<file path="src/rtl/ternary_adder_arbiter_if.sv">
// rtl/ternary_adder_arbiter_if.sv - Request and result channels of the shared ternary adder
interface ternary_adder_arbiter_if;
  logic       req0_valid;
  logic       req0_ready;
  logic [7:0] req0_x;
  logic [7:0] req0_y;
  logic       req0_cin;
  logic       req1_valid;
  logic       req1_ready;
  logic [7:0] req1_x;
  logic [7:0] req1_y;
  logic       req1_cin;
  logic       res_valid;
  logic       res_ready;
  logic [7:0] res_sum;
  logic       res_cout;
  logic       res_id;
  logic       res_err;

  modport master (
    output req0_valid, req0_x, req0_y, req0_cin,
    input  req0_ready,
    output req1_valid, req1_x, req1_y, req1_cin,
    input  req1_ready,
    input  res_valid, res_sum, res_cout, res_id, res_err,
    output res_ready
  );

  modport slave (
    input  req0_valid, req0_x, req0_y, req0_cin,
    output req0_ready,
    input  req1_valid, req1_x, req1_y, req1_cin,
    output req1_ready,
    output res_valid, res_sum, res_cout, res_id, res_err,
    input  res_ready
  );
endinterface

</file>
<file path="src/rtl/ternary_adder_arbiter.sv">
// rtl/ternary_adder_arbiter.sv - Round-robin arbiter sharing one 4-digit ternary adder between two requesters
// Optional illegal-digit checking is built when TERNARY_ADDER_ARBITER_DIGIT_CHECK_EN is defined.

module ternary_full_adder_4digit (
  input  logic [7:0] x,
  input  logic [7:0] y,
  input  logic       cin,
  output logic [7:0] sum,
  output logic       cout
);
  logic [4:0] carry;

  assign carry[0] = cin;

  for (genvar i = 0; i < 4; i++) begin : g_digit
    logic [2:0] t;
    logic [2:0] t_wrap;
    assign t      = {1'b0, x[2*i +: 2]} + {1'b0, y[2*i +: 2]} + {2'b00, carry[i]};
    assign t_wrap = t - 3'd3;
    assign sum[2*i +: 2] = (t >= 3'd3) ? t_wrap[1:0] : t[1:0];
    assign carry[i+1]    = (t >= 3'd3);
  end

  assign cout = carry[4];
endmodule

module ternary_adder_arbiter (
  input  logic                        clk,
  input  logic                        rst_n,
  ternary_adder_arbiter_if.slave      bus
);
  typedef enum logic [1:0] {IDLE = 2'd0, BUSY = 2'd1, DONE = 2'd2} state_t;

  state_t     state_q, state_d;
  logic       last_q;
  logic       grant_id;
  logic       accept;
  logic [7:0] op_x_q, op_y_q;
  logic       op_cin_q, op_id_q;
  logic [7:0] add_sum, cap_sum;
  logic       add_cout, cap_cout;
  logic [7:0] res_sum_q;
  logic       res_cout_q, res_id_q;

  // On a tie the requester that did not win last time is served.
  assign grant_id = (bus.req0_valid && bus.req1_valid) ? ~last_q : bus.req1_valid;

  always_comb begin
    state_d        = state_q;
    accept         = 1'b0;
    bus.req0_ready = 1'b0;
    bus.req1_ready = 1'b0;
    case (state_q)
      IDLE: begin
        if (rst_n && (bus.req0_valid || bus.req1_valid)) begin
          accept         = 1'b1;
          bus.req0_ready = ~grant_id;
          bus.req1_ready = grant_id;
          state_d        = BUSY;
        end
      end
      BUSY:    state_d = DONE;
      DONE:    if (bus.res_ready) state_d = IDLE;
      default: state_d = IDLE;
    endcase
  end

  always_ff @(posedge clk or negedge rst_n) begin
    if (!rst_n) begin
      state_q <= IDLE;
    end else begin
      state_q <= state_d;
    end
  end

  always_ff @(posedge clk or negedge rst_n) begin
    if (!rst_n) begin
      last_q   <= 1'b1;
      op_x_q   <= 8'h00;
      op_y_q   <= 8'h00;
      op_cin_q <= 1'b0;
      op_id_q  <= 1'b0;
    end else if (accept) begin
      last_q   <= grant_id;
      op_x_q   <= grant_id ? bus.req1_x   : bus.req0_x;
      op_y_q   <= grant_id ? bus.req1_y   : bus.req0_y;
      op_cin_q <= grant_id ? bus.req1_cin : bus.req0_cin;
      op_id_q  <= grant_id;
    end
  end

  ternary_full_adder_4digit u_adder (
    .x    (op_x_q),
    .y    (op_y_q),
    .cin  (op_cin_q),
    .sum  (add_sum),
    .cout (add_cout)
  );

`ifdef TERNARY_ADDER_ARBITER_DIGIT_CHECK_EN
  logic illegal;
  logic res_err_q;

  always_comb begin
    illegal = 1'b0;
    for (int i = 0; i < 4; i++) begin
      if (op_x_q[2*i +: 2] == 2'b11 || op_y_q[2*i +: 2] == 2'b11) illegal = 1'b1;
    end
  end

  assign cap_sum  = illegal ? 8'h00 : add_sum;
  assign cap_cout = illegal ? 1'b0  : add_cout;

  always_ff @(posedge clk or negedge rst_n) begin
    if (!rst_n) begin
      res_err_q <= 1'b0;
    end else if (state_q == BUSY) begin
      res_err_q <= illegal;
    end
  end

  assign bus.res_err = res_err_q;
`else
  assign cap_sum     = add_sum;
  assign cap_cout    = add_cout;
  assign bus.res_err = 1'b0;
`endif

  // Result registers only load in BUSY, so they hold steady through DONE backpressure.
  always_ff @(posedge clk or negedge rst_n) begin
    if (!rst_n) begin
      res_sum_q  <= 8'h00;
      res_cout_q <= 1'b0;
      res_id_q   <= 1'b0;
    end else if (state_q == BUSY) begin
      res_sum_q  <= cap_sum;
      res_cout_q <= cap_cout;
      res_id_q   <= op_id_q;
    end
  end

  assign bus.res_valid = (state_q == DONE);
  assign bus.res_sum   = res_sum_q;
  assign bus.res_cout  = res_cout_q;
  assign bus.res_id    = res_id_q;
endmodule

</file>
<file path="src/flat_wrapper.sv">
// flat-port wrapper written by rule: the top's interface ports become plain ports
module ternary_adder_arbiter_flat 
  (clk, rst_n, bus_req0_valid, bus_req0_x, bus_req0_y, bus_req0_cin, bus_req0_ready, bus_req1_valid, bus_req1_x, bus_req1_y, bus_req1_cin, bus_req1_ready, bus_res_valid, bus_res_sum, bus_res_cout, bus_res_id, bus_res_err, bus_res_ready);
  ternary_adder_arbiter_if bus_i ();
  input  logic clk;
  input  logic rst_n;
  input wire logic [$bits(bus_i.req0_valid)-1:0] bus_req0_valid;
  input wire logic [$bits(bus_i.req0_x)-1:0] bus_req0_x;
  input wire logic [$bits(bus_i.req0_y)-1:0] bus_req0_y;
  input wire logic [$bits(bus_i.req0_cin)-1:0] bus_req0_cin;
  output wire logic [$bits(bus_i.req0_ready)-1:0] bus_req0_ready;
  input wire logic [$bits(bus_i.req1_valid)-1:0] bus_req1_valid;
  input wire logic [$bits(bus_i.req1_x)-1:0] bus_req1_x;
  input wire logic [$bits(bus_i.req1_y)-1:0] bus_req1_y;
  input wire logic [$bits(bus_i.req1_cin)-1:0] bus_req1_cin;
  output wire logic [$bits(bus_i.req1_ready)-1:0] bus_req1_ready;
  output wire logic [$bits(bus_i.res_valid)-1:0] bus_res_valid;
  output wire logic [$bits(bus_i.res_sum)-1:0] bus_res_sum;
  output wire logic [$bits(bus_i.res_cout)-1:0] bus_res_cout;
  output wire logic [$bits(bus_i.res_id)-1:0] bus_res_id;
  output wire logic [$bits(bus_i.res_err)-1:0] bus_res_err;
  input wire logic [$bits(bus_i.res_ready)-1:0] bus_res_ready;
  assign bus_i.req0_valid = bus_req0_valid;
  assign bus_i.req0_x = bus_req0_x;
  assign bus_i.req0_y = bus_req0_y;
  assign bus_i.req0_cin = bus_req0_cin;
  assign bus_req0_ready = bus_i.req0_ready;
  assign bus_i.req1_valid = bus_req1_valid;
  assign bus_i.req1_x = bus_req1_x;
  assign bus_i.req1_y = bus_req1_y;
  assign bus_i.req1_cin = bus_req1_cin;
  assign bus_req1_ready = bus_i.req1_ready;
  assign bus_res_valid = bus_i.res_valid;
  assign bus_res_sum = bus_i.res_sum;
  assign bus_res_cout = bus_i.res_cout;
  assign bus_res_id = bus_i.res_id;
  assign bus_res_err = bus_i.res_err;
  assign bus_i.res_ready = bus_res_ready;
  ternary_adder_arbiter u_core (.clk(clk), .rst_n(rst_n), .bus(bus_i));
endmodule
</file>
<file path="config.mk">
export PLATFORM = sky130hd
export DESIGN_NAME = ternary_adder_arbiter_flat
export DESIGN_NICKNAME = d
export VERILOG_FILES = /design/src/rtl/ternary_adder_arbiter_if.sv /design/src/rtl/ternary_adder_arbiter.sv /design/src/flat_wrapper.sv
export SDC_FILE = /design/constraint.sdc
export NUM_CORES = 1
export LEC_CHECK = 0
export CORE_MARGIN = 10
export CORE_UTILIZATION = 51
export CTS_CLUSTER_SIZE = 20
export DETAILED_ROUTE_END_ITERATION = 16
export HOLD_SLACK_MARGIN = 0.05
export PLACE_DENSITY = 0.91
export SYNTH_ARGS = -nofsm -noshare
export SYNTH_HDL_FRONTEND = slang
export SYNTH_SLANG_ARGS = --single-unit
</file>
<file path="constraint.sdc">
create_clock -name clk -period 14.75 [get_ports clk]
set_input_delay 2.95 -clock clk [delete_from_list [all_inputs] [get_ports clk]]
set_output_delay 2.95 -clock clk [all_outputs]
set_load 0.02 [all_outputs]
</file>
==> summary.md, run 1 <==
| Metric | Value |
|---|---|
| Status | completed |
| Setup Buffers After CTS | 0 |
| Global-route wire length before repair | 7000 um |
| RSZ-0062 raised after global routing | no |
| Seq/Total Area, Yosys | 0.434 |
| Cells after synthesis | 170 |
| Synth Area in Compound Gates | 0.158 |
| Max-Cap Viols | 0 |
| Num CTS Buffers | 5 |
| Worst Max-Slew Pin Slew | 0.737 ns |
| Mux cell area share after synthesis | 0.0112 |
| Post-Synth Adder-Cell Area | 0.117 |
| DRC violations left | 0 |
| Library cells used by synthesis | 32 |
| Slowest cell delay on critical path | 0.74 ns |
| Yosys reg bits | 31 |
| Vias in the first global route | 1,513 |
| H-tree depth | 2 |
| Type of origin of the critical path | primary input |
| Post-DRT Antenna Nets | 0 |
| Max Transition Viols Final | 0 |
| CTS tree | yes |
| IO buf count | 51 |
| P&R area growth vs syn | 30.6% |
| Clock sink total | 31 |
| Tot Pwr | 662 uW |
| GR Overflow Total | 0 |
| Synth Warn # | 0 |
| Root Driver | clkbuf_4 |
| Io pins | 53 |
| Initial core utilization | 0.532 |
| Critical path arrival | 5.44 ns |
| Post-route setup TNS | 0 ns |
| Clock latency on the worst-skew pair | 0.33 ns |
| Nets | 270 |
| Clock skew | 0.00626 ns |
| Final hold vios | 0 |
| Crit path max fanout | 33 |
| Final GP Congestion | 0.793 |
| Fillcell total | 276 |
| GRT Util Overall | 0.139 |
| Fmax | 0.119 GHz |
| First-pass DRT Iterations | 4 |
| Ant diodes | 0 |
| Reg clk slew, reported paths | 0.09 ns |
| Worst rel slew slack | 0.509 |
| Final Setup Violations | 0 |
| CP endpoint kind | output pin |
| Synth Area in Simple Gates | 0.194 |
| Core area | 3360 sq um |
| HPWL Detailed | 3260 um |
| Synth Area in XOR/XNOR | 0.00979 |
| Largest net degree at the start of global routing | 34 |
| CP cell instances | clkdlybuf4s50_1 -> buf_4 -> nor3b_2 -> and3_1 -> clkdlybuf4s50_1 |
| Synthesized area per cell | 10.5 sq um |
| Row count | 21 |
| Vias per inst | 5.15 |
| Post-synth top area cell | dfrtp_1 |
| Die Area | 6280 sq um |
| Worst min-delay path class | reg2reg |
| Most frequent cells in the layout | clkdlybuf4s50_1, nand2_1, dfrtp_1, a221o_1, inv_1 |
| Crit Path Class | in2out |
| Synth top area cells | dfrtp_1, a221o_1, fa_1, nand2_1, nor3_2 |
| CP required | 11.80 ns |
| Yosys top cell area share | 0.420 |
| Fin util | 0.695 |
| Maximum vdd drop | 115 uV |
| Syn Nets | 221 |
| Leak pwr | 0.00103 uW |
| Layout cells sized above 1 | 0.0955 |
| Max clock buf depth | 2 |
| Async S/R FF share, synth | 1.00 |
| EDFF count, synth | 0 |
| WL per Instance | 15.2 um |
| Commonest non-fill, non-tap cell in the layout | clkdlybuf4s50_1 |
| DIE WIDTH | 79.2 um |
| Hold Buf Count CTS | 0 |
| Min Tclk post-route | 8.39 ns |
| Final non-filler cell total | 266 |
| CTS resizes | 0 |
| Power Dens Cells | 283 nW/um^2 |
| Vias | 1,370 |
| Crit-path most repeated cell | clkdlybuf4s50_1 |
| Detailed Route Iter0 Violations | 105 |
| Period utilization | 0.569 |
| Synthesized area | 1790 sq um |
| Post-Route WL | 4040 um |
| Initial antenna violation count | 0 |
| Largest family of logic cells by synthesized area | simple AND/OR/NAND/NOR gates |
| Post-Place Cells | 258 |
| Die Span Y | 79.2 um |
| Slowest stage cell, crit path | clkdlybuf4s50_1 |
| Post-synth top flop | dfrtp_1 |
-- state kept, by name, summed over array words and instances, names as in the netlist --
register / count
u_core.state_q: 2
u_core.bus.res_cout: 1
u_core.bus.res_sum: 8
u_core.bus.res_id: 1
u_core.op_x_q: 8
u_core.op_id_q: 1
u_core.last_q: 1
u_core.op_cin_q: 1
u_core.op_y_q: 8
-- logic make-up after synthesis --
group,after synthesis
mux,2
xor+xnor,2
flops,31
compound gates,35
buf+inv,23
simple gates,64
other cells,1
fa+ha+maj,12
-- path summary, 6_finish.rpt --
kind,endpoint,startpoint,depth (start not counted),slack (ns)
setup reg to reg,u_core.bus.res_sum[7],u_core.op_cin_q,22,8.71
max in group asynchronous,u_core.last_q,rst_n,2,11.43
min in group asynchronous,u_core.op_id_q,rst_n,2,3.01
hold reg to reg,u_core.bus.res_id,u_core.bus.res_id,2,0.48
hold / removal,u_core.bus.res_id,u_core.bus.res_id,2,0.48
setup / recovery,bus_req1_ready,rst_n,5,6.36
-- metal layers --
metal / wire length (um) / global-route usage
met1: 1730 / 0.160
met2: 1920 / 0.221
met3: 296 / 0.0507
met4: 97 / 0.0753
met5: 0 / 0
-- synth_stat cells (all sizes together) (2+ instances only) --
cell	n
o21a	2
mux2i	2
a31oi	2
nor3	20
fa	8
nor2b	3
inv	12
o31ai	2
nor2	5
dfrtp	30
nand2b	2
buf	9
ha	4
xor2	2
clkbuf	2
a221o	17
o21ai	9
nand2	30
-- worst max-delay path: cells and delay by family --
family        cells  cell delay, ns
simple gates      2            0.93
buf+inv           3            1.54
-- report_power, final --
part           switching (uW)  internal, uW
Clock                    26.3          18.5
Sequential               29.1           126
Combinational             246           216
Total                     301           361
-- stage by stage --
step	hold slack [ns]	worst slack [ns]	instance area [sq um]
5_1_grt	0.533	6.17	2340
4_1_cts	0.482	6.36	2340
2_1_floorplan	0.439	8.06	1790
3_3_place_gp	0.456	6.41	2290
3_5_place_dp	0.461	6.35	2290
6_report	0.476	6.36	2340
-- final cells by class --
class                           instances  area [sq um]  area share
Clock inverter                          1          5.00     0.00214
Multi-Input combinational cell        116           882       0.377
Timing Repair Buffer                   53           526       0.225
Clock buffer                            7          45.0      0.0193
Inverter                               12          45.0      0.0193
Sequential cell                        31           777       0.332
Tap cell                               46          57.6      0.0246
Power figures use the tool's default switching activity.
==> run 2, diff against run 1 <==
--- a/config.mk
+++ b/config.mk
@@ -6,11 +6,11 @@
 export NUM_CORES = 1
 export LEC_CHECK = 0
 export CORE_MARGIN = 10
-export CORE_UTILIZATION = 51
+export CORE_UTILIZATION = 47
 export CTS_CLUSTER_SIZE = 20
 export DETAILED_ROUTE_END_ITERATION = 16
 export HOLD_SLACK_MARGIN = 0.05
-export PLACE_DENSITY = 0.91
+export PLACE_DENSITY = 0.86
 export SYNTH_ARGS = -nofsm -noshare
 export SYNTH_HDL_FRONTEND = slang
 export SYNTH_SLANG_ARGS = --single-unit
==> constraint.sdc (replaced) <==
create_clock -name clk -period 8 [get_ports clk]
set_input_delay 1.6 -clock clk [delete_from_list [all_inputs] [get_ports clk]]
set_output_delay 1.6 -clock clk [all_outputs]
set_load 0.02 [all_outputs]
==> summary.md, run 2 (synthesis results as in run 1) <==
| Metric | Value |
|---|---|
| Status | completed |
| Post-DRT Antenna Nets | 0 (unchanged) |
| Io pins | 53 (unchanged) |
| CP endpoint kind | register |
| Flop pwr share | 0.214 (-0.020) |
| DR WL met3 | 379 um (+28%) |
| Die Span Y | 81.7 um (+3.1%) |
| Sw Share | 0.447 (-0.00801) |
| Worst rel slew slack | 0.504 (-0.00437) |
| Crit path max fanout | 4 (-88%) |
| Clk pwr share | 0.118 (+0.050) |
| Crit Path Class | reg2reg |
| Die Area | 6670 sq um (+6.3%) |
| Final Setup Violations | 0 (unchanged) |
| DR WL met2 | 1930 um (+0.57%) |
| WL per Instance | 15.2 um (+0.21%) |
| Worst r2r src | u_core.op_cin_q |
| IO buf count | 51 (unchanged) |
| Fin util | 0.660 (-0.0353) |
| Max Transition Viols Final | 0 (unchanged) |
| Vias | 1,409 (+2.8%) |
| Initial antenna violation count | 0 (unchanged) |
| Period utilization | 0.759 |
| Hold Startpoint | u_core.bus.res_id |
| Clock latency on the worst-skew pair | 0.29 ns (-0.04 ns) |
| Post-route setup TNS | 0 ns (unchanged) |
| P&R area growth vs syn | 35.0% |
| Final GP Congestion | 0.756 (-4.6%) |
| Final non-filler cell total | 269 (+1.1%) |
| Switching power | 596 uW (+98%) |
| Min Tclk post-route | 6.07 ns |
| Reg clk slew, reported paths | 0.07 ns (-0.02 ns) |
| Initial core utilization | 0.489 (-0.0433) |
| Core area | 3660 sq um (+8.9%) |
| DRC violations left | 0 (unchanged) |
| Layout cells sized above 1 | 0.109 (+0.0131) |
| Clock skew | 0.00901 ns (+0.00275 ns) |
| Vias per inst | 5.24 (+1.7%) |
| DIE WIDTH | 81.7 um (+3.1%) |
| RSZ-0062 raised after global routing | no |
| Largest net degree at the start of global routing | 34 (unchanged) |
| Worst hold slack | 0.471 ns (-0.00488 ns) |
| Most frequent cells in the layout | clkdlybuf4s50_1, nand2_1, dfrtp_1, a221o_1, inv_1 |
| Met1 WL | 1710 um (-0.81%) |
| Power Dens Cells | 552 nW/um^2 (+95%) |
| CTS tree | yes |
| Worst Max-Slew Pin Slew | 0.743 ns (+0.00645 ns) |
| Root Driver | clkbuf_8 |
| HPWL Detailed | 3280 um (+0.57%) |
| Num CTS Buffers | 5 (unchanged) |
| Worst min-delay path class | reg2reg |
| Commonest non-fill, non-tap cell in the layout | clkdlybuf4s50_1 |
| Setup Buffers After CTS | 0 (unchanged) |
| Detailed Route Iter0 Violations | 70 (-33%) |
| Fmax | 0.165 GHz |
| Ant diodes | 0 (unchanged) |
| Hold Buf Count CTS | 0 (unchanged) |
| Critical path arrival | 6.22 ns (+0.78 ns) |
| Max clock buf depth | 2 (unchanged) |
| Row count | 22 (+4.8%) |
| H-tree depth | 2 (unchanged) |
| Maximum vdd drop | 231 uV (+100%) |
| Top sig layer | met4 |
| CTS resizes | 0 (unchanged) |
| FF-to-FF End | u_core.bus.res_sum[7] |
| First-pass DRT Iterations | 4 (unchanged) |
| CP required | 8.15 ns (-3.65 ns) |
| Post-Route WL | 4090 um (+1.3%) |
| GR Overflow Total | 0 (unchanged) |
| Nets | 271 (+0.37%) |
| Hold Crit Depth | 2 (unchanged) |
| Clock sink total | 31 (unchanged) |
| Internal | 737 uW (+100%) |
| Global-route wire length before repair | 6540 um (-6.6%) |
| Post-Place Cells | 261 (+1.2%) |
| Logic gate share of total power | 0.668 (-0.030) |
| Final hold vios | 0 (unchanged) |
| Vias in the first global route | 1,418 (-6.3%) |
| Leak pwr | 0.00106 uW (+3.6%) |
| Max-Cap Viols | 0 (unchanged) |
| Type of origin of the critical path | register |
| Worst r2r path cells | 22 (unchanged) |
| GRT Util Overall | 0.129 (-0.0100) |
| Worst R2R Setup Slack | 1.93 ns (-6.78 ns) |
| Hold EP | u_core.bus.res_id |
run 2: cell types whose count changed in the layout (fill, tap and decap cells not counted):
cell,delta
buf_4,+1
bufinv_16,+1
clkbuf_1,-2
clkbuf_4,-5
clkbuf_8,+6
run 2: how the worst max path moves through the flow:
stage	from	to	slack, ns
floorplan	u_core.op_cin_q	u_core.bus.res_sum[7]	2.39
finish	u_core.op_cin_q	u_core.bus.res_sum[7]	1.93
CTS	u_core.op_cin_q	u_core.bus.res_sum[7]	1.91
global placement	u_core.op_cin_q	u_core.bus.res_sum[7]	2.27
detailed placement	u_core.op_cin_q	u_core.bus.res_sum[7]	1.91
global route	u_core.op_cin_q	u_core.bus.res_sum[7]	1.58
run 2: power by group through the flow:
| stage | logic (uW) | registers (uW) | clock network [uW] |
|---|---|---|---|
| final | 890 | 285 | 157 |
| after global routing | 1000 | 296 | 168 |
| after CTS | 893 | 287 | 161 |
| after detailed placement | 890 | 289 | 0 |
| after global placement | 801 | 286 | 0 |
| after floorplan | 616 | 306 | 0 |
run 2: critical path: stages, from the launching register on:
cell     delay, ns
dfrtp_1       0.40
fa_1          0.44
fa_1          0.49
ha_1          0.25
a211o_1       0.25
fa_1          0.38
fa_1          0.46
ha_1          0.22
nor2_1        0.26
fa_1          0.23
inv_1         0.05
fa_1          0.53
ha_1          0.20
nor2_1        0.07
o21ai_0       0.10
fa_1          0.21
inv_1         0.05
fa_1          0.47
inv_1         0.06
ha_1          0.19
nor2b_1       0.26
mux2i_1       0.27
o21ai_0       0.10
run 2: per-stage QoR:
stage               power (uW)  setup WS (ns)  cell area, sq um
global placement          1090           2.27              2300
floorplan                  922           2.39              1790
CTS                       1340           1.91              2410
finish                    1330           1.93              2410
global route              1470           1.58              2410
detailed placement        1180           1.91              2300
run 2: layer usage:
layer / track usage / vias up
met1: 0.143 / 654
met3: 0.0502 / 4
met5: 0 / -
met4: 0.0765 / 0
met2: 0.207 / 55
li1: - / 696
run 2: final cells by class:
cell class                      count  area, sq um
Clock buffer                        6         82.6
Clock inverter                      2         35.0
Fill cell                         286         1250
Inverter                           12         45.0
Multi-Input combinational cell    116          882
Sequential cell                    31          777
Tap cell                           48         60.1
Timing Repair Buffer               54          533
==> run 3, diff against run 2 <==
--- a/config.mk
+++ b/config.mk
@@ -6,11 +6,11 @@
 export NUM_CORES = 1
 export LEC_CHECK = 0
 export CORE_MARGIN = 10
-export CORE_UTILIZATION = 47
+export CORE_UTILIZATION = 42
 export CTS_CLUSTER_SIZE = 20
 export DETAILED_ROUTE_END_ITERATION = 16
 export HOLD_SLACK_MARGIN = 0.05
-export PLACE_DENSITY = 0.86
+export PLACE_DENSITY = 0.81
 export SYNTH_ARGS = -nofsm -noshare
 export SYNTH_HDL_FRONTEND = slang
 export SYNTH_SLANG_ARGS = --single-unit
==> constraint.sdc (replaced) <==
create_clock -name clk -period 4.95 [get_ports clk]
set_input_delay 0.99 -clock clk [delete_from_list [all_inputs] [get_ports clk]]
set_output_delay 0.99 -clock clk [all_outputs]
set_load 0.02 [all_outputs]
==> summary.md, run 3 (synthesis results as in run 1) <==
| Metric | Value |
|---|---|
| Min Tclk post-route | 5.53 ns (-0.540 ns) |
| Ant diodes | 0 (unchanged) |
| Global-route wire length before repair | 7710 um (+18%) |
| Fin util | 0.643 (-0.0167) |
| FF-to-FF End | u_core.bus.res_sum[7] |
| Num CTS Buffers | 5 (unchanged) |
| Multi-input combinational cell area | 938 sq um (+6.4%) |
| Hold Startpoint | u_core.bus.res_id |
| Worst r2r path cells | 22 (unchanged) |
| Clock sink total | 31 (unchanged) |
| Post-Route WL | 4510 um (+10%) |
| Worst rel slew slack | 0.492 (-0.0127) |
| GRT Util Overall | 0.131 (+0.00149) |
| IO buf count | 51 (unchanged) |
| DIE WIDTH | 85.3 um (+4.4%) |
| Initial antenna violation count | 0 (unchanged) |
| Post-DRT Antenna Nets | 0 (unchanged) |
| CP endpoint kind | register |
| Row count | 23 (+4.5%) |
| Most frequent cells in the layout | clkdlybuf4s50_1, nand2_1, dfrtp_1, buf_4, a221o_1 |
| H-tree depth | 2 (unchanged) |
| Final hold vios | 0 (unchanged) |
| Hold EP | u_core.bus.res_id |
| Max Transition Viols Final | 0 (unchanged) |
| CTS tree | yes |
| Reg clk slew, reported paths | 0.06 ns (about the same) |
| Root Driver | clkbuf_8 |
| Hold Crit Depth | 2 (unchanged) |
| WL per Instance | 15.4 um (+1.5%) |
| Vias in the first global route | 1,614 (+14%) |
| Layout cells sized above 1 | 0.248 (+0.139) |
| Io pins | 53 (unchanged) |
| Crit path max fanout | 3 (-1) |
| P&R area growth vs syn | 45.8% |
| DRC violations left | 0 (unchanged) |
| Fillcell total | 330 (+15%) |
| Worst r2r src | u_core.op_cin_q |
| Largest net degree at the start of global routing | 33 (-2.9%) |
| CP required | 5.11 ns (-3.04 ns) |
| First-pass DRT Iterations | 4 (unchanged) |
| Status | finished with violations |
| Initial core utilization | 0.441 (-0.0478) |
| Hold Buf Count CTS | 0 (unchanged) |
| Core area | 4060 sq um (+11%) |
| Die Span Y | 85.3 um (+4.4%) |
| Die Area | 7270 sq um (+8.9%) |
| Period utilization | 1.12 (+0.358) |
| Type of origin of the critical path | register |
| Worst min-delay path class | reg2reg |
| Nets | 293 (+8.1%) |
| Final Setup Violations | 3 (+3) |
| Worst R2R Setup Slack | -0.58 ns (-2.51 ns) |
| Fmax | 0.181 GHz (+9.8%) |
| Clock latency on the worst-skew pair | 0.29 ns (about the same) |
| Worst Max-Slew Pin Slew | 0.762 ns (+0.0190 ns) |
| Detailed Route Iter0 Violations | 46 (-34%) |
| Failing checks | setup timing |
| HPWL Detailed | 3520 um (+7.3%) |
| Max clock buf depth | 2 (unchanged) |
| Final GP Congestion | 0.823 (+8.9%) |
| FF/Latch Area | 777 sq um (unchanged) |
| Commonest non-fill, non-tap cell in the layout | clkdlybuf4s50_1 |
| Critical path arrival | 5.69 ns (-0.53 ns) |
| RSZ-0062 raised after global routing | yes |
| Setup ws final | -0.579 ns (-2.51 ns) |
| Crit Path Class | reg2reg |
| Clock skew | 0.00282 ns (-0.00619 ns) |
| Vias per inst | 5.05 (-3.6%) |
| Final non-filler cell total | 292 (+8.6%) |
| Vias | 1,475 (+4.7%) |
| Post-Place Cells | 277 (+6.1%) |
| Max-Cap Viols | 0 (unchanged) |
| GR Overflow Total | 0 (unchanged) |
-- run 3: worst max-delay path by stage --
stage | cells after the start | startpoint | endpoint
after floorplan | 21 | u_core.op_cin_q | u_core.bus.res_sum[7]
after global placement | 21 | u_core.op_cin_q | u_core.bus.res_sum[7]
after detailed placement | 21 | u_core.op_cin_q | u_core.bus.res_sum[7]
after CTS | 22 | u_core.op_cin_q | u_core.bus.res_sum[7]
after global routing | 22 | u_core.op_cin_q | u_core.bus.res_sum[7]
final | 22 | u_core.op_cin_q | u_core.bus.res_sum[7]
-- run 3: critical path, stage by stage, from the launching register on --
cell and delay, ns:
dfrtp_1 0.40, fa_2 0.39, fa_1 0.48, ha_2 0.21, a211o_1 0.24, fa_2 0.35, fa_1 0.55, ha_2 0.21
nor2_4 0.05, fa_2 0.33, inv_2 0.06, fa_1 0.42, ha_2 0.22, nor2_4 0.10, o21ai_2 0.07, fa_2 0.34
inv_2 0.06, fa_1 0.41, inv_2 0.09, ha_4 0.14, nor2b_4 0.04, mux2i_1 0.15, o21ai_1 0.07
-- run 3: through the flow --
step	hold slack [ns]	setup TNS, ns	worst slack, ns	cell area, sq um
floorplan	0.439	-1.30	-0.480	1820
global route	0.523	-2.22	-0.791	2610
detailed placement	0.470	-1.94	-0.725	2440
global placement	0.461	-1.30	-0.490	2440
CTS	0.484	-1.54	-0.570	2590
finish	0.479	-1.59	-0.579	2610
-- run 3: routing by layer --
layer | global-route usage | up-vias | routed length, um
met3 | 0.0526 | 7 | 396
met4 | 0.0599 | 0 | 89
li1 | - | 736 | -
met1 | 0.146 | 675 | 1840
met2 | 0.213 | 57 | 2190
met5 | 0 | - | 0
-- run 3: area by class of cell --
class                           count  area share
Multi-Input combinational cell    116       0.360
Sequential cell                    31       0.298
Timing Repair Buffer               76       0.268
Clock buffer                        6      0.0317
Tap cell                           50      0.0240
Inverter                           12      0.0173
Clock inverter                      1     0.00192
-- run 3: repair_timing --
| action | CTS | global route |
|---|---|---|
| pin swaps | 6 | 1 |
| setup buffers | 6 | 2 |
| cloned | 0 | 0 |
| setup endpoints to repair | 3 | 3 |
| gates resized for setup | 6 | 0 |
Power of run 3 is not shown: default switching activity piles up to over one toggle a cycle in this logic, so the estimate is an artifact.
